### config.mk
export PLATFORM = sky130hd
export DESIGN_NAME = debug_mem_dumper_flat
export DESIGN_NICKNAME = d
export VERILOG_FILES = /design/src/rtl/debug_mem_dumper_if.sv /design/src/rtl/debug_mem_dumper.sv /design/src/flat_wrapper.sv
export SDC_FILE = /design/constraint.sdc
export NUM_CORES = 1
export LEC_CHECK = 0
export ABC_AREA = 1
export CAP_MARGIN = 40
export CORE_MARGIN = 4
export CORE_UTILIZATION = 57
export CTS_BUF_LIST = sky130_fd_sc_hd__clkbuf_8 sky130_fd_sc_hd__clkbuf_16
export CTS_CLUSTER_SIZE = 8
export DETAILED_ROUTE_END_ITERATION = 6
export PLACE_DENSITY = 0.87
export SLEW_MARGIN = 5
export SYNTH_ARGS = -nofsm -noshare
export SYNTH_HDL_FRONTEND = slang
export SYNTH_SLANG_ARGS = --single-unit
### constraint.sdc
create_clock -name i_clk -period 3.9 [get_ports i_clk]
set_clock_uncertainty 0.2 [all_clocks]
set_input_delay 0.585 -clock i_clk [delete_from_list [all_inputs] [get_ports i_clk]]
set_output_delay 0.585 -clock i_clk [all_outputs]
set_load 0.005 [all_outputs]
### src/rtl/debug_mem_dumper_if.sv
// Debug dump bus: memory debug read port plus byte-transmit handshake.
//   mem_addr  master->slave  word address for the memory debug port
//   mem_data  slave->master  word returned by the memory debug port
//   tx_start  master->slave  one-cycle pulse, tx_data valid
//   tx_data   master->slave  byte to transmit, held until tx_done
//   tx_done   slave->master  one-cycle pulse, byte finished
interface debug_mem_dumper_if #(
    parameter int unsigned NB_DATA = 32,
    parameter int unsigned NB_BYTE = 8
);
    logic [NB_DATA-1:0] mem_addr;
    logic [NB_DATA-1:0] mem_data;
    logic               tx_start;
    logic [NB_BYTE-1:0] tx_data;
    logic               tx_done;

    modport master (
        output mem_addr, tx_start, tx_data,
        input  mem_data, tx_done
    );

    modport slave (
        input  mem_addr, tx_start, tx_data,
        output mem_data, tx_done
    );
endinterface

### src/rtl/debug_mem_dumper.sv
// Walks word addresses 0..N_WORDS-1 on the data-memory debug port and streams every
// word out little-endian as bytes over a start/done transmit handshake.
//   i_clk    system clock, rising edge
//   i_rst    synchronous reset, active high; aborts a dump in progress
//   i_start  dump request, sampled only when idle
//   dbg      debug bus (memory address/data, tx_start/tx_data/tx_done)
//   o_busy   high while a dump is in progress (through the done cycle)
//   o_done   one-cycle pulse after the last byte has been transmitted
module debug_mem_dumper #(
    parameter int unsigned NB_DATA = 32,
    parameter int unsigned NB_BYTE = 8,
    parameter int unsigned N_WORDS = 1024
) (
    input  logic               i_clk,
    input  logic               i_rst,
    input  logic               i_start,
    debug_mem_dumper_if.master dbg,
    output logic               o_busy,
    output logic               o_done
);
    localparam int unsigned NBytes = NB_DATA / NB_BYTE;
    localparam int unsigned IdxW   = (NBytes > 1) ? $clog2(NBytes) : 1;
    localparam int unsigned CntW   = $clog2(N_WORDS) + 1;
    localparam logic [IdxW-1:0] LastIdx = IdxW'(NBytes - 1);
    localparam logic [CntW-1:0] LastCnt = CntW'(N_WORDS - 1);

    typedef enum logic [2:0] {
        StIdle, StAddr, StLatch, StSend, StWaitTx, StDone
    } state_e;

    state_e             state_q, state_d;
    logic [NB_DATA-1:0] addr_q, addr_d;
    logic [NB_DATA-1:0] word_q, word_d;
    logic [NB_BYTE-1:0] tx_data_q, tx_data_d;
    logic [IdxW-1:0]    idx_q, idx_d;
    logic [CntW-1:0]    cnt_q, cnt_d;
    logic               tx_start;
    logic               done;

    always_ff @(posedge i_clk) begin
        if (i_rst) begin
            state_q   <= StIdle;
            addr_q    <= '0;
            word_q    <= '0;
            tx_data_q <= '0;
            idx_q     <= '0;
            cnt_q     <= '0;
        end else begin
            state_q   <= state_d;
            addr_q    <= addr_d;
            word_q    <= word_d;
            tx_data_q <= tx_data_d;
            idx_q     <= idx_d;
            cnt_q     <= cnt_d;
        end
    end

    // The outgoing byte is loaded on the transition into SEND so that it is already
    // valid in the cycle tx_start pulses; word_q is shifted so the next byte sits in
    // its second byte lane.
    always_comb begin
        state_d   = state_q;
        addr_d    = addr_q;
        word_d    = word_q;
        tx_data_d = tx_data_q;
        idx_d     = idx_q;
        cnt_d     = cnt_q;
        tx_start  = 1'b0;
        done      = 1'b0;
        unique case (state_q)
            StIdle: begin
                if (i_start) begin
                    addr_d  = '0;
                    cnt_d   = '0;
                    state_d = StAddr;
                end
            end
            // Settling cycle for a combinational or 1-cycle registered debug read.
            StAddr: state_d = StLatch;
            StLatch: begin
                word_d    = dbg.mem_data;
                tx_data_d = dbg.mem_data[NB_BYTE-1:0];
                idx_d     = '0;
                state_d   = StSend;
            end
            StSend: begin
                tx_start = 1'b1;
                state_d  = StWaitTx;
            end
            StWaitTx: begin
                if (dbg.tx_done) begin
                    if (idx_q != LastIdx) begin
                        idx_d     = idx_q + 1'b1;
                        word_d    = word_q >> NB_BYTE;
                        tx_data_d = word_q[2*NB_BYTE-1:NB_BYTE];
                        state_d   = StSend;
                    end else if (cnt_q == LastCnt) begin
                        state_d = StDone;
                    end else begin
                        cnt_d   = cnt_q + 1'b1;
                        addr_d  = addr_q + 1'b1;
                        state_d = StAddr;
                    end
                end
            end
            StDone: begin
                done    = 1'b1;
                state_d = StIdle;
            end
            default: state_d = StIdle;
        endcase
    end

    assign dbg.mem_addr = addr_q;
    assign dbg.tx_start = tx_start;
    assign dbg.tx_data  = tx_data_q;
    assign o_busy       = (state_q != StIdle);
    assign o_done       = done;
endmodule

### src/flat_wrapper.sv
// flat-port wrapper written by rule: the top's interface ports become plain ports
module debug_mem_dumper_flat 
#(
    parameter int unsigned NB_DATA = 32,
    parameter int unsigned NB_BYTE = 8,
    parameter int unsigned N_WORDS = 1024
)
  (i_clk, i_rst, i_start, o_busy, o_done, dbg_mem_addr, dbg_tx_start, dbg_tx_data, dbg_mem_data, dbg_tx_done);
  debug_mem_dumper_if #(.NB_DATA(NB_DATA), .NB_BYTE(NB_BYTE)) dbg_i ();
  input  logic i_clk;
  input  logic i_rst;
  input  logic i_start;
  output logic o_busy;
  output logic o_done;
  output wire logic [$bits(dbg_i.mem_addr)-1:0] dbg_mem_addr;
  output wire logic [$bits(dbg_i.tx_start)-1:0] dbg_tx_start;
  output wire logic [$bits(dbg_i.tx_data)-1:0] dbg_tx_data;
  input wire logic [$bits(dbg_i.mem_data)-1:0] dbg_mem_data;
  input wire logic [$bits(dbg_i.tx_done)-1:0] dbg_tx_done;
  assign dbg_mem_addr = dbg_i.mem_addr;
  assign dbg_tx_start = dbg_i.tx_start;
  assign dbg_tx_data = dbg_i.tx_data;
  assign dbg_i.mem_data = dbg_mem_data;
  assign dbg_i.tx_done = dbg_tx_done;
  debug_mem_dumper #(.NB_DATA(NB_DATA), .NB_BYTE(NB_BYTE), .N_WORDS(N_WORDS)) u_core (.i_clk(i_clk), .i_rst(i_rst), .i_start(i_start), .dbg(dbg_i), .o_busy(o_busy), .o_done(o_done));
endmodule
-- After elaboration in Yosys (flattened, before gate mapping)
Cells that the tools add are included.
- add/subtract/negate cells: 3
- eq/ne operators: 12
- multiplexer cells: 26
- reductions and logical operators: 7
- operator list (kind ; count):
    $mux W32 ; 6
    $pmux W32 S2 ; 2
    $mux W11 ; 4
    $add A32 B1 Y32 const B ; 1
    $pmux W11 S2 ; 1
    $mux W8 ; 2
    $pmux W8 S2 ; 1
    $pmux W3 S5 ; 1
    $mux W3 ; 4
    $add A11 B1 Y11 const B ; 1
    $eq A11 B10 Y1 const B ; 1
    $ne A2 B2 Y1 const B ; 5
    $eq A3 B2 Y1 const B ; 2
    $eq A3 B3 Y1 const B ; 2
    $reduce_and A5 Y1 ; 1
    $mux W2 ; 2
    $pmux W2 S2 ; 1
    $reduce_bool A2 Y1 ; 2
    $eq A3 B1 Y1 const B ; 1
    $logic_not A3 Y1 ; 1
    $reduce_and A3 Y1 ; 1
    $reduce_bool A3 Y1 ; 1
    $add A2 B1 Y2 const B ; 1
    $mux W1 ; 2
    2 further kinds ; 2
- register bits after elaboration: 88
- input port bits: 36
- output and inout port bits: 43

-- Logic depth before layout (Yosys ltp)
Gate-level depths: netlist of run 1.
- depth in word-level cells: 5
- mapped depth: 11

-- Worst setup path after synthesis of run 1
OpenSTA, ideal clock, no wires.
- path kind: input port to flip-flop
- start point: in i_start
- end point: reg u_core.addr_q[10] (netlist: u_core.dbg.mem_addr[10])
- library setup time: 0.109 ns
- data arrival time: 1.473 ns
- setup slack: 2.119 ns
- stages: 10
- cell sequence: nor2_1 nor2_1 nand2_1 nor2_4 nand2_4 nand2_2 buf_2 nand3_1 nand2_1 inv_1
- longest elaborated chain between the ends: 2
- RTL lines (item ; RTL line ; text):
    from (decl) ; flat_wrapper.sv:12 ; input logic i_start;
    $ne A2 B2 Y1 (no line) ; - ;
    $reduce_and A5 Y1 (no line) ; - ;
    to (signal assigned) ; debug_mem_dumper.sv:50 ; addr_q <= addr_d;
    to (decl) ; debug_mem_dumper.sv:32 ; logic [NB_DATA-1:0] addr_q, addr_d;
No other way between the ends.
A chain may end at the register's enable or synchronous reset.

-- Worst setup path after layout of run 1
- start point: in dbg_tx_done
- end point: reg u_core.addr_q[20] (netlist: u_core.dbg.mem_addr[20])
- longest elaborated chain between the ends: 2
- RTL lines (item ; RTL line ; text):
    from (decl) ; flat_wrapper.sv:19 ; input wire logic [$bits(dbg_i.tx_done)-1:0] dbg_tx_done;
    $ne A2 B2 Y1 (no line) ; - ;
    $reduce_and A5 Y1 (no line) ; - ;
No other way between the ends.

==> metrics.md, run 1 <==
| Metric | Value |
|---|---|
| Outcome | finished clean |
| Wirelength, routed | 11000 um |
| CP max stage cell | sky130_fd_sc_hd__nor2_2 |
| Signal arrival time at the worst endpoint | 2.72 ns |
| Number of violations of the max-capacitance limit | 0 |
| Count of state elements after synthesis | 80 |
| Post-synthesis net count | 747 |
| Critical Path, Cell by Cell | clkdlybuf4s50_1, inv_1, nand3_1, nand2_1, nor2_4, nand2_4, nor2_2, nand2_1, o21ai_1 |
| Top cell type by total area after synthesis | sky130_fd_sc_hd__dfxtp_1 |
| Unrepaired setup endpoints after global routing | false |
| Total overflow reported by the global router | 0 |
| Global-route wire length before repair | 18200 um |
| Critical path capture point | u_core.dbg.mem_addr[20] |
| Violation count after the first detailed-routing iteration | 351 |
| Clock-pin slew of the registers on the worst-case setup and hold paths | 0.07 ns |
| Deepest clock path buffer count | 2 |
| Setup crit end kind | flop |
| Count of endpoints failing setup in the final report | 0 |
| R2r startpoint | u_core.state_q[1] |
| Fin. max-slew vios | 0 |
| Critical path launch point type | primary input |
| Instance count of the mapped netlist | 708 |
| Overall routing resource usage | 25.1% |
| Clock insertion delay at the later pin of the skew report | 0.36 ns |
| WL per Instance | 12.6 um |
| Post-route ant nets | 0 |
| Worst EP required | 3.98 ns |
| Ratio of cells with drive above 1 in the final layout | 4.39% |
| # diodes | 0 |
| Port bufs | 78 |
| Critical Path Fanout Max | 21 |
| Mapped cell area | 0.00435 mm2 |
| Tightest hold margin | 0.248 ns |
| Combinational share of power | 13.1% |
| Number of filler instances in the final layout | 615 |
| CTS buffer count | 9 |
| Crit path kind | in2reg |
| Reg-to-Reg End | u_core.dbg.mem_addr[20] |
| FP Rows | 31 |
| Number of H-tree levels | 3 |
| Horizontal die dimension | 95.4 um |
| Total number of vias | 4494 |
| Layout Cells excl Fill | 874 |
| Number of buffers added to fix hold violations after cts | 0 |
| Maximum number of pins on one net before global-route repair | 50 |
| Most frequent cells in the layout | 244 x sky130_fd_sc_hd__nand2_1, 92 x sky130_fd_sc_hd__inv_1, 81 x sky130_fd_sc_hd__nor2_1, 80 x sky130_fd_sc_hd__dfxtp_1, 78 x sky130_fd_sc_hd__clkdlybuf4s50_1 |
| Top cell family by delay on the critical path | simple AND/OR/NAND/NOR gates |
| Starting density of the core | 59.4% |
| Most frequent standard cell in the layout excluding fill and tap cells | sky130_fd_sc_hd__nand2_1 |
| Average cell area after synthesis | 6.15 um2 |
| Vias per cell | 5.14 |
| DRC violations left | 0 |
| DP HPWL | 8090 um |
| Sequential element share of the synthesized area | 36.8% |
| Setup TNS | 0 ns |
| Die ar. | 0.00910 mm2 |
| Most prevalent standard cell on the critical path | sky130_fd_sc_hd__nand2_1 |
| Least-Margin Pin Slew | 0.877 ns |
| Flop-to-flop setup slack | 1.39 ns |
| Overall die height | 95.4 um |
| Layout Nets | 810 |
| Ranking of synthesized cells by area | sky130_fd_sc_hd__dfxtp_1 37%, sky130_fd_sc_hd__nand2_1 21%, sky130_fd_sc_hd__inv_1 7.8% |
| Post-route minimum period | 2.64 ns |
| Leakage power | 2.25 nW |
| Final Wtd Congestion | 0.907 |
| Cell at the root of the clock tree | sky130_fd_sc_hd__clkbuf_8 |
| Highest ir drop seen on vdd | 0.208 mV |
| Slowest stage delay, CP | 0.70 ns |
| Crit share post-route | 67.7% |
| Fraction of synthesized cell area taken by the top area cell type | 36.8% |
| Detailed-routing iteration count for the pre-antenna-repair pass | 5 |
| Placement-stage worst setup slack | 0.916 ns |
| Worst Slack Setup Final | 1.26 ns |
| Relative slew slack | 41.5% |
| # clock sinks | 80 |
| Initial antenna violation count | 0 |
| Reported net switching power | 0.000438 W |
| Clock tree from TritonCTS | done |
| Switch share | 25.3% |
| Inst Count DP | 859 |
| R2r worst-path depth | 7 |
| Stages on worst setup path | 9 |
| Peak clock frequency supported by timing | 0.379 GHz |
| Count of endpoints failing hold in the final timing report | 0 |
| Setup Buffers After CTS | 0 |
| Ports placed on the boundary | 79 |
| PostCTS Resize Cnt | 0 |
| Distinct cell type count of the synthesized netlist | 30 |
| Power density cells | 325 mW/mm2 |
| Share of power burned in the clock network | 36.6% |
| Power Internal | 0.00130 W |
| Total buffers and inverters traversed by the critical path | 2 |
| Placeable core region | 0.00733 mm2 |
| Vias in the first global route | 4114 |
| Relative contribution of sequential cells to total power | 50.3% |
| Critical path origin | dbg_tx_done |
| Layout Area Growth over Synthesis | 22.5% |
| Syn. warnings | 0 |
| Type of the tightest min-delay check | reg2reg |
registers in the layout, summed over array words and instances, names as in the netlist:
signal,count
u_core.cnt_q,11
u_core.dbg.mem_addr,32
u_core.dbg.tx_data,7
u_core.idx_q,2
u_core.state_q,3
u_core.word_q,25
worst min-delay path by stage:
stage	from	to	cells after the start
3_5_place_dp	u_core.word_q[8]	u_core.word_q[8]	2
2_1_floorplan	u_core.word_q[13]	u_core.word_q[13]	2
5_1_grt	u_core.word_q[13]	u_core.word_q[13]	2
3_3_place_gp	u_core.word_q[14]	u_core.word_q[14]	2
4_1_cts	u_core.word_q[8]	u_core.word_q[8]	2
6_report	u_core.word_q[15]	u_core.word_q[15]	2
kinds of logic after synthesis:
logic type | after synthesis | share of synthesized area (%)
compound gates | 101 | 12.0
xor+xnor | 6 | 1.21
fa+ha+maj | 3 | 0.862
buf+inv | 123 | 11.8
flops | 80 | 36.8
simple gates | 395 | 37.4
metal layers:
metal | GRT usage, % | up-vias | part of all wire (%)
met3 | 4.34 | 31 | 7.2
met5 | 0 | - | 0.045
met4 | 10.5 | 2 | 2.2
met1 | 31.6 | 1964 | 43
met2 | 42.3 | 179 | 48
li1 | - | 2318 | -
synthesized netlist by cell type:
master	number
sky130_fd_sc_hd__nand3b_1	5
sky130_fd_sc_hd__o211a_1	1
sky130_fd_sc_hd__xnor2_1	1
sky130_fd_sc_hd__inv_2	2
sky130_fd_sc_hd__nand2_2	2
sky130_fd_sc_hd__o21ai_0	60
sky130_fd_sc_hd__o21ai_1	4
sky130_fd_sc_hd__nor3b_1	2
sky130_fd_sc_hd__clkbuf_1	11
sky130_fd_sc_hd__buf_2	10
sky130_fd_sc_hd__nor3_1	4
sky130_fd_sc_hd__nor2_2	7
sky130_fd_sc_hd__o22ai_1	4
sky130_fd_sc_hd__xor2_1	5
sky130_fd_sc_hd__or2_2	1
sky130_fd_sc_hd__nand3_2	1
sky130_fd_sc_hd__ha_1	3
sky130_fd_sc_hd__a21oi_1	29
sky130_fd_sc_hd__inv_1	91
sky130_fd_sc_hd__buf_6	1
sky130_fd_sc_hd__nor2_4	2
sky130_fd_sc_hd__a311oi_1	1
sky130_fd_sc_hd__buf_4	8
sky130_fd_sc_hd__nor2_1	81
sky130_fd_sc_hd__dfxtp_1	80
sky130_fd_sc_hd__nand4_1	2
sky130_fd_sc_hd__o21bai_1	2
sky130_fd_sc_hd__nand3_1	43
sky130_fd_sc_hd__nand2_4	1
sky130_fd_sc_hd__nand2_1	244
power groups by stage:
stage | registers, W | clock network, W | logic (W)
after floorplan | 0.000886 | 0 | 0.000149
after global placement | 0.000889 | 0 | 0.000218
after detailed placement | 0.000891 | 0 | 0.000225
after CTS | 0.000872 | 0.000640 | 0.000226
after global routing | 0.000876 | 0.000677 | 0.000255
final | 0.000872 | 0.000634 | 0.000227
cell type report:
cell class	count	area, um2	area share (%)
multi-input cells	505	2240	42.0
flip-flops and latches	80	1600	30.0
repair buffers	82	811	15.2
inverters	93	349	6.55
clock buffers	12	165	3.10
well taps	99	124	2.32
clock inverters	3	41.3	0.774
worst register-to-register path: stages, from the launching register on:
cell and delay, ns:
sky130_fd_sc_hd__dfxtp_1 0.38, sky130_fd_sc_hd__nor2_4 0.16, sky130_fd_sc_hd__nand2_2 0.21, sky130_fd_sc_hd__nor2_2 0.42, sky130_fd_sc_hd__inv_2 0.09, sky130_fd_sc_hd__nor2_2 0.70, sky130_fd_sc_hd__nand2_1 0.17, sky130_fd_sc_hd__o21ai_1 0.12
stage by stage:
| stage | instance area, um2 | total power [W] | util, % |
|---|---|---|---|
| 2_1_floorplan | 4350 | 0.00104 | - |
| 3_3_place_gp | 5130 | 0.00111 | 69.9 |
| 3_5_place_dp | 5130 | 0.00112 | 69.9 |
| 4_1_cts | 5330 | 0.00174 | 72.7 |
| 5_1_grt | 5330 | 0.00181 | 72.7 |
| 6_report | 5330 | 0.00173 | 72.7 |
(Power assumes the default switching activity.)
==> inputs of run 2 (changes only) <==
--- a/config.mk
+++ b/config.mk
@@ -8,11 +8,11 @@
 export ABC_AREA = 1
 export CAP_MARGIN = 40
 export CORE_MARGIN = 4
-export CORE_UTILIZATION = 57
+export CORE_UTILIZATION = 53
 export CTS_BUF_LIST = sky130_fd_sc_hd__clkbuf_8 sky130_fd_sc_hd__clkbuf_16
 export CTS_CLUSTER_SIZE = 8
 export DETAILED_ROUTE_END_ITERATION = 6
-export PLACE_DENSITY = 0.87
+export PLACE_DENSITY = 0.82
 export SLEW_MARGIN = 5
 export SYNTH_ARGS = -nofsm -noshare
 export SYNTH_HDL_FRONTEND = slang
==> constraint.sdc (replaced) <==
create_clock -name i_clk -period 2.6 [get_ports i_clk]
set_clock_uncertainty 0.2 [all_clocks]
set_input_delay 0.39 -clock i_clk [delete_from_list [all_inputs] [get_ports i_clk]]
set_output_delay 0.39 -clock i_clk [all_outputs]
set_load 0.005 [all_outputs]
==> metrics.md, run 2 (synthesis gave the netlist of run 1 again) <==
| Metric | Value |
|---|---|
| Power density cells | 482 mW/mm2 |
| Met2 capacity usage during global routing | 37.1% |
| Setup TNS | 0 ns |
| Relative slew slack | 73.3% |
| Setup Buffers After CTS | 0 |
| Number of H-tree levels | 3 |
| Maximum number of pins on one net before global-route repair | 46 |
| Most frequent standard cell in the layout excluding fill and tap cells | sky130_fd_sc_hd__nand2_1 |
| Crit share post-route | 89.7% |
| Clock tree from TritonCTS | done |
| Post-route minimum period | 2.33 ns |
| Setup crit end kind | flop |
| Outcome | finished clean |
| Number of buffers added to fix hold violations after cts | 0 |
| Starting density of the core | 55.5% |
| Deepest clock path buffer count | 2 |
| Signal arrival time at the worst endpoint | 2.43 ns |
| Global-route wire length before repair | 18400 um |
| Port bufs | 78 |
| Layout Nets | 817 |
| Clock insertion delay at the later pin of the skew report | 0.35 ns |
| Most frequent cells in the layout | 244 x sky130_fd_sc_hd__nand2_1, 92 x sky130_fd_sc_hd__inv_1, 81 x sky130_fd_sc_hd__nor2_1, 80 x sky130_fd_sc_hd__dfxtp_1, 78 x sky130_fd_sc_hd__clkdlybuf4s50_1 |
| Ports placed on the boundary | 79 |
| # diodes | 0 |
| Combined flip-flop and latch cell area | 0.00160 mm2 |
| Total overflow reported by the global router | 0 |
| Number of filler instances in the final layout | 722 |
| Fin. max-slew vios | 0 |
| DRC violations left | 0 |
| Total number of vias | 4416 |
| DP HPWL | 8170 um |
| Wirelength, routed | 10800 um |
| Met3 track demand over resource in global routing | 3.75% |
| Crit path kind | reg2reg |
| Vias per cell | 4.99 |
| Multi-input combinational cell area | 0.00224 mm2 |
| Type of the tightest min-delay check | reg2reg |
| Least-Margin Pin Slew | 0.396 ns |
| Highest ir drop seen on vdd | 0.373 mV |
| Overall die height | 98.6 um |
| Worst EP required | 2.70 ns |
| GRT met1 Usage | 30.6% |
| FP Rows | 32 |
| Vias in the first global route | 4047 |
| Count of endpoints failing hold in the final timing report | 0 |
| Layer with the highest usage | met2 |
| Die ar. | 0.00973 mm2 |
| Critical path launch point type | flop |
| CTS buffer count | 9 |
| Number of violations of the max-capacitance limit | 0 |
| Leakage power | 2.28 nW |
| Peak clock frequency supported by timing | 0.429 GHz |
| Clock-pin slew of the registers on the worst-case setup and hold paths | 0.08 ns |
| Violation count after the first detailed-routing iteration | 248 |
| Count of endpoints failing setup in the final report | 0 |
| Critical Path Fanout Max | 19 |
| Flip-flop count of the largest register, all copies and words added | 32 |
| Layout Area Growth over Synthesis | 23.8% |
| Horizontal die dimension | 98.6 um |
| Unrepaired setup endpoints after global routing | false |
| Cell at the root of the clock tree | sky130_fd_sc_hd__clkbuf_8 |
| Placeable core region | 0.00785 mm2 |
| PostCTS Resize Cnt | 0 |
| Initial antenna violation count | 0 |
| Overall routing resource usage | 22.6% |
| Detailed-routing iteration count for the pre-antenna-repair pass | 5 |
| Ratio of cells with drive above 1 in the final layout | 5.36% |
| Tot Pwr | 0.00260 W |
| Final Wtd Congestion | 0.885 |
| WL per Instance | 12.2 um |
| # clock sinks | 80 |
| Post-route ant nets | 0 |
[run 2: changes by cell type in the layout (fill, tap and decap cells not counted)]
cell,before,now
sky130_fd_sc_hd__clkbuf_8,12,11
sky130_fd_sc_hd__buf_4,4,11
sky130_fd_sc_hd__clkinvlp_4,1,3
[run 2: worst paths after layout]
path | startpoint | endpoint | slack, ns | cells past startpoint
hold / removal | u_core.word_q[9] | u_core.word_q[9] | 0.25 | 2
setup / recovery | u_core.cnt_q[1] | u_core.dbg.mem_addr[22] | 0.27 | 9
hold reg to reg | u_core.word_q[9] | u_core.word_q[9] | 0.25 | 2
setup reg to reg | u_core.cnt_q[1] | u_core.dbg.mem_addr[22] | 0.27 | 9
[run 2: power by group]
part	leakage (nW)	switching [W]	internal, W	total, W
Combinational	1.53	0.000193	0.000156	0.000348
Clock	0.0990	0.000449	0.000493	0.000942
Sequential	0.648	0.0000258	0.00128	0.00131
Total	2.28	0.000668	0.00193	0.00260
[run 2: routing by layer]
metal / share of wire [%] / vias up / wire length (um)
li1: - / 2332 / -
met5: 0 / - / 0
met3: 5.9 / 18 / 641
met4: 1.6 / 0 / 174
met1: 47 / 1945 / 5080
met2: 46 / 121 / 4930
[run 2: area by class of cell]
| class | count | share of cell area (%) |
|---|---|---|
| Timing Repair Buffer | 89 | 16.0 |
| Multi-Input combinational cell | 505 | 41.6 |
| Tap cell | 102 | 2.37 |
| Clock buffer | 11 | 2.81 |
| Clock inverter | 5 | 1.04 |
| Inverter | 93 | 6.48 |
| Sequential cell | 80 | 29.7 |
[run 2: through the flow]
stage	worst slack, ns	std cells	util, %	hold WS [ns]	instance area [um2]
floorplan	0.858	708	-	0.225	4350
global placement	0.235	869	66.0	0.234	5180
detailed placement	0.139	869	66.0	0.242	5180
CTS	0.262	885	68.7	0.253	5390
global route	0.0388	885	68.7	0.270	5390
finish	0.267	885	68.7	0.252	5390
[run 2: critical path, stage by stage, from the launching register on]
cell and delay (ns):
sky130_fd_sc_hd__dfxtp_1 0.37, sky130_fd_sc_hd__ha_1 0.20, sky130_fd_sc_hd__nand3_1 0.16, sky130_fd_sc_hd__nor2_2 0.22
sky130_fd_sc_hd__nand3_2 0.18, sky130_fd_sc_hd__nand2_4 0.22, sky130_fd_sc_hd__nand2_2 0.23, sky130_fd_sc_hd__inv_2 0.30
sky130_fd_sc_hd__nand2_1 0.10, sky130_fd_sc_hd__nand2_1 0.08
==> inputs of run 3 (changes only) <==
--- a/config.mk
+++ b/config.mk
@@ -7,12 +7,12 @@
 export LEC_CHECK = 0
 export ABC_AREA = 1
 export CAP_MARGIN = 40
-export CORE_MARGIN = 4
-export CORE_UTILIZATION = 53
+export CORE_MARGIN = 2
+export CORE_UTILIZATION = 45
 export CTS_BUF_LIST = sky130_fd_sc_hd__clkbuf_8 sky130_fd_sc_hd__clkbuf_16
 export CTS_CLUSTER_SIZE = 8
 export DETAILED_ROUTE_END_ITERATION = 6
-export PLACE_DENSITY = 0.82
+export PLACE_DENSITY = 0.71
 export SLEW_MARGIN = 5
 export SYNTH_ARGS = -nofsm -noshare
 export SYNTH_HDL_FRONTEND = slang
==> metrics.md, run 3 (synthesis gave the netlist of run 1 again) <==
| Metric | Value |
|---|---|
| Least-Margin Pin Slew | 0.451 ns |
| Final Wtd Congestion | 0.888 |
| Layout Area Growth over Synthesis | 24.1% |
| Clock tree from TritonCTS | done |
| Maximum number of pins on one net before global-route repair | 46 |
| Starting density of the core | 46.7% |
| Critical Path, Cell by Cell | nor2_4, nand2_2, nor2_1, nand3_2, nand2_4, nand2_2, clkinv_2, nand2_1, nand2_1 |
| Detailed-route wire length on metal 1 | 5130 um |
| Outcome | finished clean |
| Clock insertion delay at the later pin of the skew report | 0.36 ns |
| Count of endpoints failing hold in the final timing report | 0 |
| DRC violations left | 0 |
| Overall die height | 102 um |
| Setup TNS | 0 ns |
| # clock sinks | 80 |
| Fin. max-slew vios | 0 |
| Number of buffers added to fix hold violations after cts | 0 |
| Initial antenna violation count | 0 |
| Leakage power | 2.27 nW |
| Peak clock frequency supported by timing | 0.428 GHz |
| Setup crit end kind | flop |
| Ratio of cells with drive above 1 in the final layout | 5.24% |
| Wirelength, routed | 10800 um |
| Slowest stage delay, CP | 0.46 ns |
| Post-route ant nets | 0 |
| Post-route minimum period | 2.34 ns |
| Overall routing resource usage | 21.6% |
| Crit share post-route | 89.9% |
| Vias per cell | 4.85 |
| Unrepaired setup endpoints after global routing | false |
| Global-route wire length before repair | 18100 um |
| Placeable core region | 0.00933 mm2 |
| Count of endpoints failing setup in the final report | 0 |
| Placement-stage worst setup slack | 0.134 ns |
| Violation count after the first detailed-routing iteration | 215 |
| Ports placed on the boundary | 79 |
| Type of the tightest min-delay check | reg2reg |
| Total number of vias | 4419 |
| Setup Buffers After CTS | 0 |
| Number of filler instances in the final layout | 932 |
| Flip-flop count of the largest register, all copies and words added | 32 |
| Detailed-routing iteration count for the pre-antenna-repair pass | 5 |
| Worst EP required | 2.66 ns |
| Worst Slack Setup Final | 0.262 ns |
| CP max stage cell | sky130_fd_sc_hd__dfxtp_1 |
| Number of H-tree levels | 3 |
| Signal arrival time at the worst endpoint | 2.39 ns |
| Power density cells | 480 mW/mm2 |
| WL per Instance | 11.9 um |
| Vias in the first global route | 4086 |
| Number of violations of the max-capacitance limit | 0 |
| Met2 layer wire length in the routed design | 4930 um |
| Total overflow reported by the global router | 0 |
| Port bufs | 78 |
| Layout Nets | 816 |
| Highest metal layer used by the detailed router | met4 |
| Highest ir drop seen on vdd | 0.260 mV |
| Relative slew slack | 69.8% |
| Critical Path Fanout Max | 19 |
| Clock-pin slew of the registers on the worst-case setup and hold paths | 0.09 ns |
| Most frequent cells in the layout | 244 x sky130_fd_sc_hd__nand2_1, 92 x sky130_fd_sc_hd__inv_1, 81 x sky130_fd_sc_hd__nor2_1, 80 x sky130_fd_sc_hd__dfxtp_1, 78 x sky130_fd_sc_hd__clkdlybuf4s50_1 |
| DP HPWL | 7940 um |
| CTS buffer count | 9 |
| # diodes | 0 |
| Critical path launch point type | flop |
| FP Rows | 35 |
| Most frequent standard cell in the layout excluding fill and tap cells | sky130_fd_sc_hd__nand2_1 |
| Crit path kind | reg2reg |
| Deepest clock path buffer count | 2 |
| Cell at the root of the clock tree | sky130_fd_sc_hd__clkbuf_8 |
| Combined flip-flop and latch cell area | 0.00160 mm2 |
| Horizontal die dimension | 102 um |
| Die ar. | 0.0105 mm2 |
| Sum of met3 wire segment lengths after detailed routing | 563 um |
| Multi-input combinational cell area | 0.00224 mm2 |
run 3: per-stage QoR:
step	instances	util (%)	power, W	cell area (um2)	hold WS, ns
after floorplan	708	-	0.00155	4350	0.225
after global placement	895	55.8	0.00167	5210	0.234
final	911	57.9	0.00259	5410	0.251
after detailed placement	895	55.8	0.00168	5210	0.238
after CTS	911	57.9	0.00260	5400	0.251
after global routing	911	57.9	0.00270	5410	0.272
run 3: critical path, delay by kind of cell (launching register included):
kind | cells | cell delay (ns)
buf+inv | 1 | 0.31
flops | 1 | 0.46
simple gates | 8 | 1.23
run 3: final cells by class:
cell class                 instances  share of cell area, %
multi-input combinational        505                   41.5
timing repair buffer              88                   15.8
tap                              129                   2.99
clock buffer                       9                   2.29
clock inverter                     7                   1.32
sequential                        80                   29.6
inverter                          93                   6.48
run 3: path summary, 6_finish.rpt:
check             cells after the start              start  slack [ns]                      end
setup / recovery                      9  u_core.state_q[1]        0.26  u_core.dbg.mem_addr[29]
hold / removal                        2  u_core.word_q[17]        0.25        u_core.word_q[17]
setup reg to reg                      9  u_core.state_q[1]        0.26  u_core.dbg.mem_addr[29]
hold reg to reg                       2  u_core.word_q[17]        0.25        u_core.word_q[17]
run 3: what timing repair did:
item	4_1_cts	5_1_grt
endpoints found under the setup margin	0	6
resized for setup	0	1
hold endpoints to repair	0	0
run 3: report_power, final:
group / switching (W) / leakage (nW) / internal [W]
clock: 0.000495 / 0.0970 / 0.000444
combinational: 0.000190 / 1.53 / 0.000157
sequential: 0.0000270 / 0.648 / 0.00128
total: 0.000712 / 2.27 / 0.00188
run 3: layer usage:
metal  vias up  GRT usage (%)
met4         0           8.10
li1       2330              -
met5         -              0
met1      1965           28.2
met3        19           4.38
met2       105           35.5
==> RTL change 1: new RTL, flow settings as in run 2 <==
Add an input register stage for `i_start`; this delays it by one clock. The other inputs are not delayed to match.
--- a/src/rtl/debug_mem_dumper.sv
+++ b/src/rtl/debug_mem_dumper.sv
@@ -27,6 +27,12 @@
     typedef enum logic [2:0] {
         StIdle, StAddr, StLatch, StSend, StWaitTx, StDone
     } state_e;
+
+    logic i_start_q;
+
+    always_ff @(posedge i_clk) begin
+        i_start_q <= i_start;
+    end
 
     state_e             state_q, state_d;
     logic [NB_DATA-1:0] addr_q, addr_d;
@@ -69,7 +75,7 @@
         done      = 1'b0;
         unique case (state_q)
             StIdle: begin
-                if (i_start) begin
+                if (i_start_q) begin
                     addr_d  = '0;
                     cnt_d   = '0;
                     state_d = StAddr;
Formal check against the unedited RTL: not equivalent (Yosys sat finds a counterexample within 4 cycles, from zero or initial values and one cycle with i_rst high).
==> RTL change 1 against run 2 <==
Worst setup slack improved by 0.099 ns; register-to-register slack improved by 0.12 ns; design area fell by 1.6%; worst hold slack improved by 0.0040 ns; synthesized area fell by 0.66%; combinational power rose by 17%; wire length rose by 2.5%; via count rose by 0.14%; sequential cell count rose by 1; total power rose by 3.4%; critical path type is now reg2out; non-clock buffer count fell by 5.
==> RTL change 1: results (changes against run 2) <==
Timing
  – # setup viols final: 0 (unchanged)
  – Max_slew headroom: 72.5% (-0.84 points)
  – Final hold violations: 0 (unchanged)
  – Final Slew Violations: 0 (unchanged)

Clock tree
  – Root Driver: clkbuf_8
  – CTS max path bufs: 2 (unchanged)
  – Post-CTS sizing: 0 (unchanged)
  – Skew-Pair Late Insertion Delay: 0.35 ns (about the same)
  – CTS buffer count: 9 (unchanged)
  – Clk slew on worst S/H paths: 0.08 ns (about the same)
  – Postcts setup bufs: 0 (unchanged)
  – Htree depth: 3 (unchanged)

Global route
  – Initial antenna violation count: 0 (unchanged)
  – Met2 Use GR: 36.3% (-0.73 points)
  – First-pass GRT wire length: 18.5 mm (+0.49%)
  – Total global-route track usage: 22.9% (+0.30 points)
  – Met3 Resource Use GR: 3.79% (+0.035 points)
  – Vias in the first global route: 4,028 (-0.47%)
  – M1 GR Usage: 31.4% (+0.82 points)
  – Largest net degree at the start of global routing: 42 (-8.7%)

Routing
  – Vias per inst: 5.30 (+6.3%)
  – Iteration-0 DRC Markers: 248 (unchanged)
  – DR pass1 iterations: 6 (+1)
  – WL final: 11.1 mm (+2.5%)

Yosys
  – Syn Nets: 699 (-6.4%)
  – Yosys Warn Count: 0 (unchanged)
  – Gate Count Post-Synth: 660 (-6.8%)
  – Asr flop ratio synth: 0% (unchanged)
  – Ys flop type: dfxtp_1
  – Sequential share of the synthesized area: 37.5% (+0.71 points)
  – Yosys cell types: 35 (+17%)
  – Synth top cells by count: 181 x nand2_1, 93 x nor2_1, 81 x dfxtp_1
  – Synth top area cells: dfxtp_1 37%, nand2_1 16%, nor2_1 8.1%, o21ai_0 6.7%, inv_1 6.2%

Worst setup path
  – Crit path max fanout: 4 (-15)
  – Crit path DAT: 1.64 ns (-0.79 ns)

Power
  – Maximum VDD drop: 0.394 mV (+5.7%)
  – Pleak: 0.00212 uW (-7.2%)
  – Sw frac: 27.1% (+1.4 points)

Placement
  – Placed insts: 818 (-5.9%)
  – DP HPWL: 8.22 mm (+0.63%)
  – Gp weighted congestion: 0.925 (+4.5%)
  – Port Buffers: 78 (unchanged)

Cells and area
  – Ant. Diodes: 0 (unchanged)
  – Final non-filler cell total: 834 (-5.8%)
  – Final nets: 766 (-6.2%)
  – Share of post-route cells with drive strength above 1: 6.01% (+0.65 points)

Outcome
  – Outcome: finished, final reports clean

Worst hold path
  – HP Class: reg2reg
-- RTL change 1: cell types whose count changed after synthesis, sizes merged, moves of 5 or more --
| cell | delta |
|---|---|
| nand2 | -61 |
| inv | -16 |
| nor2 | +12 |
| o21ai | +6 |
| clkbuf | -5 |
| nand3 | -5 |
-- RTL change 1: worst max-delay path: stages (launching register included) --
cell             delay (ns)
dfxtp_1                0.44
inv_1                  0.08
nor3_1                 0.23
clkdlybuf4s50_1        0.55
-- RTL change 1: final timing paths --
path	slack [ns]	start	endpoint	cells after the start
max reg2reg	0.39	u_core.state_q[1]	u_core.dbg.mem_addr[7]	10
min reg2reg	0.26	u_core.word_q[8]	u_core.word_q[8]	2
min	0.26	u_core.word_q[8]	u_core.word_q[8]	2
max	0.37	u_core.state_q[0]	dbg_tx_start	3
-- RTL change 1: cells by family (layout without fill, tap and decap cells) --
family | after synthesis | in the layout | synth area share (%)
adder cells (fa/ha/maj) | 3 | 3 | 0.868
buffers and inverters | 105 | 177 | 11.0
AND/OR/NAND/NOR | 344 | 344 | 34.3
AO/OA/AOI/OAI | 118 | 118 | 14.6
XOR/XNOR | 9 | 9 | 1.82
flip-flops | 81 | 81 | 37.5
-- RTL change 1: power by group through the flow --
stage,Combinational (uW),Clock [uW],Sequential [uW]
floorplan,293,0,1350
global placement,393,0,1350
detailed placement,401,0,1350
CTS,405,964,1330
global route,449,1020,1330
finish,406,953,1330
-- RTL change 1: layout make-up --
type / instances / area, um^2
multi-input combinational: 474 / 2230
inverter: 77 / 292
timing repair buffer: 84 / 826
clock inverter: 5 / 55.1
fill: 727 / 2540
tap: 102 / 128
clock buffer: 11 / 151
sequential: 81 / 1620
-- RTL change 1: metal layers --
| metal | up-vias | share of wire, % |
|---|---|---|
| li1 | 2221 | - |
| met1 | 2022 | 46 |
| met2 | 164 | 46 |
| met3 | 15 | 6.2 |
| met4 | 0 | 1.5 |
| met5 | - | 0 |
-- RTL change 1: per-stage QoR --
stage | instance area [um^2] | setup slack (ns)
floorplan | 4330 | 0.895
global placement | 5100 | 0.388
detailed placement | 5100 | 0.313
CTS | 5300 | 0.351
global route | 5300 | 0.205
finish | 5300 | 0.366
==> RTL change 2: new RTL, flow settings as in run 2 <==
Without the edit above. `NB_DATA` is set to 32 in 3 places; all go to 64.
--- a/src/rtl/debug_mem_dumper_if.sv
+++ b/src/rtl/debug_mem_dumper_if.sv
@@ -5,7 +5,7 @@
 //   tx_data   master->slave  byte to transmit, held until tx_done
 //   tx_done   slave->master  one-cycle pulse, byte finished
 interface debug_mem_dumper_if #(
-    parameter int unsigned NB_DATA = 32,
+    parameter int unsigned NB_DATA = 64,
     parameter int unsigned NB_BYTE = 8
 );
     logic [NB_DATA-1:0] mem_addr;
--- a/src/rtl/debug_mem_dumper.sv
+++ b/src/rtl/debug_mem_dumper.sv
@@ -7,7 +7,7 @@
 //   o_busy   high while a dump is in progress (through the done cycle)
 //   o_done   one-cycle pulse after the last byte has been transmitted
 module debug_mem_dumper #(
-    parameter int unsigned NB_DATA = 32,
+    parameter int unsigned NB_DATA = 64,
     parameter int unsigned NB_BYTE = 8,
     parameter int unsigned N_WORDS = 1024
 ) (
--- a/src/flat_wrapper.sv
+++ b/src/flat_wrapper.sv
@@ -1,7 +1,7 @@
 // flat-port wrapper written by rule: the top's interface ports become plain ports
 module debug_mem_dumper_flat 
 #(
-    parameter int unsigned NB_DATA = 32,
+    parameter int unsigned NB_DATA = 64,
     parameter int unsigned NB_BYTE = 8,
     parameter int unsigned N_WORDS = 1024
 )
Ports: changed (resized dbg_mem_addr and dbg_mem_data); port bits go from 79 to 143. The function was not compared with the original's and may differ.
==> RTL change 2 against run 2 <==
Core utilization up 0.091 points; sequential cell count increased by 65; first-iteration DRC count rose to 3.0 times the old value; synthesized area grew 84%; non-clock buffer count is 67 higher; highest routed layer is now met5; design area rose by 88%; total power rose by 110%; worst setup slack better by 0.047 ns; sequential power up 81%; wire length grew 130%.
==> RTL change 2: results (changes against run 2) <==
Outcome
  – Outcome: finished, final reports clean

Worst setup path
  – Crit path max fanout: 33 (+14)
  – R2r setup slk: 0.31 ns (+0.05 ns)
  – Crit path DAT: 2.39 ns (-0.04 ns)
  – End of the worst register-to-register path: u_core.dbg.mem_addr[61]

Placement
  – Gp weighted congestion: 0.947 (+7.0%)
  – DP HPWL: 18.0 mm (+120%)
  – Pre-CTS WS: 0.214 ns (+0.0754 ns)

Clock tree
  – Skew-Pair Late Insertion Delay: 0.42 ns (+0.07 ns)
  – Root Driver: clkbuf_16
  – Htree depth: 4 (+1)

Routing
  – Iteration-0 DRC Markers: 755 (+200%)

Yosys
  – Yosys cell types: 39 (+30%)
  – Synth top area cells: dfxtp_1 36%, nand2_1 21%, nor2_1 7.5%, a31oi_1 4.9%, a21oi_1 4.9%
  – Syn Nets: 1,362 (+82%)
  – Sequential share of the synthesized area: 36.2% (-0.59 points)
  – Synth top area share: 36.2% (-0.59 points)
  – Synth top cells by count: 453 x nand2_1, 161 x nor2_1, 145 x dfxtp_1

Global route
  – Initial antenna violation count: 1 (+1)
  – Largest net degree at the start of global routing: 62 (+35%)
  – Vias in the first global route: 8,231 (+100%)
  – First-pass GRT wire length: 39.3 mm (+110%)

Power
  – Pleak: 0.00377 uW (+66%)
  – Maximum VDD drop: 0.474 mV (+27%)
  – Cell Int Power: 4050 uW (+110%)

Cells and area
  – Final nets: 1,472 (+80%)
  – Share of post-route cells with drive strength above 1: 5.10% (-0.27 points)

Timing
  – Max_slew headroom: 59.2% (-14 points)

Worst hold path
  – HP Class: in2reg
  – Hold_sp: i_rst
  – Hold EP: u_core.word_q[57]
-- RTL change 2: cell types whose count changed after synthesis, sizes merged, moves of 4 or more --
cell	run 2	this run
o21ai	64	87
o21bai	2	9
dfxtp	80	145
nand3b	5	0
buf	19	38
nand3	44	71
a21oi	29	78
clkbuf	11	27
nand4	2	17
a31oi	0	63
nor2	90	173
nor3	4	9
xor2	5	1
nand2	247	455
-- RTL change 2: worst max path at each step --
stage | start | end | slack, ns | cells past startpoint
floorplan | u_core.dbg.mem_addr[1] | u_core.dbg.mem_addr[38] | 0.75 | 10
global placement | i_start | u_core.dbg.mem_addr[10] | 0.32 | 11
detailed placement | i_start | u_core.dbg.mem_addr[17] | 0.21 | 9
CTS | u_core.state_q[2] | o_done | 0.34 | 3
global route | u_core.cnt_q[0] | u_core.dbg.mem_addr[61] | 0.20 | 9
finish | u_core.cnt_q[1] | u_core.dbg.mem_addr[61] | 0.31 | 9
-- RTL change 2: per-layer routing --
layer | share of wire [%] | GRT usage (%)
met1 | 41 | 36.1
met2 | 47 | 47.7
met3 | 8.0 | 6.26
met5 | 0.053 | 0
met4 | 3.3 | 12.8
-- RTL change 2: layout make-up --
type | instances | share of cell area (%)
Clock buffer | 19 | 4.48
Clock inverter | 13 | 1.47
Inverter | 98 | 3.64
Multi-Input combinational cell | 982 | 43.6
Sequential cell | 145 | 28.7
Tap cell | 184 | 2.28
Timing Repair Buffer | 156 | 15.8
-- RTL change 2: stage by stage --
step                hold slack, ns  instances  cell area, um^2
finish                       0.130       1597            10100
detailed placement           0.254       1565             9510
CTS                          0.124       1597            10100
global placement             0.248       1565             9510
global route                 0.146       1597            10100
floorplan                    0.236       1290             8020
-- RTL change 2: kinds of logic (layout without fill, tap and decap cells) --
kind of cell	Yosys count	count (layout)	synth area share, %
simple gates	731	731	37.3
compound gates	245	245	16.9
buf+inv	163	286	8.81
flops	145	145	36.2
fa+ha+maj	4	4	0.624
xor+xnor	2	2	0.218
-- RTL change 2: power by group through the flow --
stage	logic, uW	registers (uW)	clock network [uW]
6_report	544	2370	2490
5_1_grt	600	2380	2620
4_1_cts	542	2370	2510
3_5_place_dp	539	2420	0
3_3_place_gp	531	2410	0
2_1_floorplan	348	2400	0
